<file path="src/rtl/three_output_demux.sv">
// Routes one input word per cycle to one of three single-entry output channels.
// A select of 11 drops the word and records it in a sticky flag and a saturating counter.
//
// state | meaning
// EMPTY | channel holds no word; out_valid[i] low
// FULL  | channel holds a word awaiting its consumer; out_valid[i] high
module three_output_demux #(
    parameter int DATA_WIDTH = 32
) (
    input  logic                  clk,
    input  logic                  rst,
    input  logic [1:0]            select,
    input  logic                  in_valid,
    input  logic [DATA_WIDTH-1:0] in_data,
    output logic                  in_ready,
    output logic [2:0]            out_valid,
    input  logic [2:0]            out_ready,
    output logic [DATA_WIDTH-1:0] out00,
    output logic [DATA_WIDTH-1:0] out01,
    output logic [DATA_WIDTH-1:0] out10,
    output logic                  illegal_sel,
    output logic [7:0]            drop_count
);

    typedef enum logic {EMPTY = 1'b0, FULL = 1'b1} chan_state_t;

    chan_state_t           state_q [3];
    chan_state_t           state_d [3];
    logic [DATA_WIDTH-1:0] data_q  [3];
    logic [2:0]            full;
    logic [2:0]            load;
    logic                  accept;
    logic                  sel_legal;

    assign sel_legal = (select != 2'b11);
    assign accept    = in_valid && in_ready;
    assign out_valid = full;
    assign out00     = data_q[0];
    assign out01     = data_q[1];
    assign out10     = data_q[2];

    // A FULL channel can still take a word if its consumer drains it on the same edge.
    always_comb begin
        in_ready = 1'b0;
        if (!rst) begin
            case (select)
                2'b00:   in_ready = !full[0] || out_ready[0];
                2'b01:   in_ready = !full[1] || out_ready[1];
                2'b10:   in_ready = !full[2] || out_ready[2];
                default: in_ready = 1'b1;
            endcase
        end
    end

    always_comb begin
        for (int i = 0; i < 3; i++) begin
            full[i]    = (state_q[i] == FULL);
            load[i]    = accept && sel_legal && (select == 2'(i));
            state_d[i] = state_q[i];
            if (load[i]) begin
                state_d[i] = FULL;
            end else if (full[i] && out_ready[i]) begin
                state_d[i] = EMPTY;
            end
        end
    end

    always_ff @(posedge clk) begin
        if (rst) begin
            for (int i = 0; i < 3; i++) begin
                state_q[i] <= EMPTY;
                data_q[i]  <= '0;
            end
            illegal_sel <= 1'b0;
            drop_count  <= 8'd0;
        end else begin
            for (int i = 0; i < 3; i++) begin
                state_q[i] <= state_d[i];
                if (load[i]) begin
                    data_q[i] <= in_data;
                end
            end
            if (accept && !sel_legal) begin
                illegal_sel <= 1'b1;
                if (drop_count != 8'hFF) begin
                    drop_count <= drop_count + 8'd1;
                end
            end
        end
    end

endmodule

</file>
<file path="config.mk">
export PLATFORM = sky130hd
export DESIGN_NAME = three_output_demux
export DESIGN_NICKNAME = d
export VERILOG_FILES = /design/src/rtl/three_output_demux.sv
export SDC_FILE = /design/constraint.sdc
export NUM_CORES = 1
export LEC_CHECK = 0
export ABC_AREA = 0
export CORE_MARGIN = 1.5
export CORE_UTILIZATION = 43
export CTS_CLUSTER_DIAMETER = 40
export CTS_CLUSTER_SIZE = 28
export DETAILED_ROUTE_END_ITERATION = 8
export GPL_ROUTABILITY_DRIVEN = 0
export PLACE_DENSITY = 0.79
export SLEW_MARGIN = 5
export SYNTH_ARGS = -nofsm -noshare
export SYNTH_HDL_FRONTEND = slang
export SYNTH_SLANG_ARGS = --single-unit
export TNS_END_PERCENT = 10
</file>
<file path="constraint.sdc">
create_clock -name clk -period 3.6 [get_ports clk]
set_input_delay 1.08 -clock clk [delete_from_list [all_inputs] [get_ports clk]]
set_output_delay 1.08 -clock clk [all_outputs]
set_load 0.05 [all_outputs]
</file>
==> out/metrics.csv <==
stage,metric,value,unit
global_route,grt_pass1_vias,2371,
floorplanning,die_area,9360,um^2
worst_setup_path,crit_path_end_kind,output pin,
worst_setup_path,critical_path_class,in -> out,
detailed_routing,wl_per_cell,16.8,um
detailed_routing,wirelength,8050,um
worst_setup_path,slowest_stage,clkdlybuf4s50_1,
clocking,post-cts-setup-buffers,0,
worst_setup_path,critPathMaxStageDelay,480,ps
detailed_routing,ant_nets,0,
logic_synthesis,synth_top_area_share,76.3,%
floorplanning,fp.dieW,96.8,um
floorplanning,start_util,43.8,%
placement,dp_slack,11.7,ps
floorplanning,ios,149,
placement,post-dp-hpwl,5750,um
sta,setup_viol,0,
logic_synthesis,seq_area_frac_synth,82.6,%
detailed_routing,via_per_inst,4.81,
worst_setup_path,cpLargestDelayFamily,simple AND/OR/NAND/NOR gates,
sta,max_freq,285,MHz
clocking,clock_latency,370,ps
placement,place_area,5480,um^2
sta,post-route-min-period,3510,ps
sta,fin_crit_sh,97.5,%
floorplanning,num_rows,34,
detailed_routing,dr.pass1.iters,4,
sta,setup_tns,0,ps
sta,tightest_slew,541,ps
clocking,cts_buffers,9,
clocking,cts.repair.resized,0,
global_route,overflow,0,
sta,maxSlewViolCount,0,
layout,mostFrequentLayoutCells,"clkdlybuf4s50_1 (147), edfxtp_1 (96), and2_1 (34)",
worst_setup_path,worstPathCellList,clkdlybuf4s50_1 > nor4bb_1 > or3_4 > nor2_2 > buf_12,
global_route,grt_pass1_wl,12600,um
floorplanning,die_h,96.8,um
logic_synthesis,synth_seq_cells,108,
power_and_ir_drop,powerDensity,453,nW/um^2
worst_setup_path,cp-start-kind,input port,
detailed_routing,drt-initial-drc-count,63,
logic_synthesis,post_synth.cell_area_avg,18.6,um^2
layout,areaGrowthSynthToFinish,49.7,%
logic_synthesis,synthesis.nets,244,
detailed_routing,drc,0,
worst_setup_path,worstRegToRegCells,6,
logic_synthesis,syn_inst,203,
sta,layout_setup_ws,90.4,ps
clocking,root_buffer,clkbuf_8,
floorplanning,core,8640,um^2
worst_setup_path,cp_max_fo,5,
clocking,h-tree-depth,3,
power_and_ir_drop,peakVddDrop,0.225,mV
clocking,cts.sinks,108,
sta,max-slew-margin-rel,63.8,%
sta,rsz0062_at_grt,no,
power_and_ir_drop,p_leak,2.09,nW
worst_hold_path,whs_path_depth,2,
flow_run,cap_violations,0,
logic_synthesis,synthTopCellsByArea,"edfxtp_1 (76%), dfxtp_1 (6.4%), and2_1 (5.6%)",
placement,place_inst,463,
layout,fin_cells,478,
placement,port_buffers,148,
layout,diodes,0,
logic_synthesis,synth_cell_types,30,
clocking,cts.path.max_buffers,2,
layout,layout-drive-gt1-share,9.73,%
sta,whs,505,ps
worst_setup_path,required,2520,ps
sta,hold_violations,0,
worst_setup_path,path_depth,5,
global_route,grt_usage,17.8,%
global_route,antenna_found_initial,0,
logic_synthesis,synth_area,3780,um^2
worst_hold_path,hp-class,reg -> reg,
layout,fin_area,5660,um^2
global_route,grt_max_degree,27,
clocking,cts_tree,done,
layout,nNetsFinal,407,
outcome,status,completed,
sta,fin_skew,12.8,ps
worst_setup_path,cp.arrival,2430,ps
clocking,clkTransAtPathRegs,100,ps
logic_synthesis,ys_warn_count,0,
clocking,ctsHoldBuffers,0,
logic_synthesis,yosysTopAreaCell,edfxtp_1,
worst_setup_path,crit_buf_inv,2,
detailed_routing,vias,2298,
layout,final_common_cell,clkdlybuf4s50_1,
-- flip-flops by register name, indices dropped and copies added (netlist names) --
name	cells
data_q	96
drop_count	8
illegal_sel	1
state_q	3
-- cell families after synthesis --
| logic type | Yosys count | share of synthesized area (%) |
|---|---|---|
| compound gates | 12 | 2.98 |
| xor+xnor | 6 | 1.39 |
| fa+ha+maj | 1 | 0.331 |
| buf+inv | 12 | 2.15 |
| flops | 108 | 82.6 |
| mux | 2 | 0.563 |
| simple gates | 62 | 9.96 |
-- synth_stat cells --
cell type	number
a2111oi_4	1
a21o_1	2
a31o_2	4
a31oi_1	1
and2_1	34
and3_1	2
and4b_1	1
buf_2	1
buf_4	1
buf_6	4
clkbuf_1	2
clkbuf_2	1
dfxtp_1	12
edfxtp_1	96
ha_1	1
inv_1	3
mux2_2	1
mux2i_1	1
nand3_1	3
nand4_1	2
nor2_1	12
nor2b_1	1
nor3b_1	3
nor4b_1	1
nor4bb_1	2
o2111ai_1	1
o211ai_1	2
o21ai_0	1
or3_4	1
xor2_1	6
-- worst paths after layout --
kind,startpoint,to,slack (ps)
max,select[0],in_ready,90
min,illegal_sel,illegal_sel,510
max reg2reg,state_q[0][1],data_q[0][43],1440
min reg2reg,illegal_sel,illegal_sel,510
-- through the flow --
step                      utilization (%)  power, mW
after floorplan                         -       1.74
after global placement               63.5       1.93
after detailed placement             63.5       1.93
after CTS                            65.5       2.58
after global routing                 65.5       2.65
final                                65.5       2.56
-- worst reg2reg max path, delay by kind of cell (launching register included) --
family | cells | cell delay, ps
AND/OR/NAND/NOR | 2 | 540
buffers and inverters | 2 | 400
flip-flops | 1 | 330
AO/OA/AOI/OAI | 2 | 590
-- per-layer routing --
layer	global-route usage, %	up-vias	wire (um)
li1	-	1079	-
met1	20.6	1108	3140
met2	30.8	102	4240
met3	6.00	9	559
met4	6.35	0	115
met5	0	-	0
-- report_power, final --
| group | internal [mW] | switching, mW |
|---|---|---|
| Sequential | 1.43 | 0.0182 |
| Combinational | 0.161 | 0.293 |
| Clock | 0.257 | 0.406 |
-- layout make-up --
type / instances / area, um^2
Sequential cell: 108 / 3120
Fill cell: 635 / 2980
Timing Repair Buffer: 161 / 1640
Multi-Input combinational cell: 83 / 578
Tap cell: 108 / 135
Clock buffer: 9 / 124
Clock inverter: 6 / 48.8
Inverter: 3 / 11.3
(Power assumes the default switching activity.)
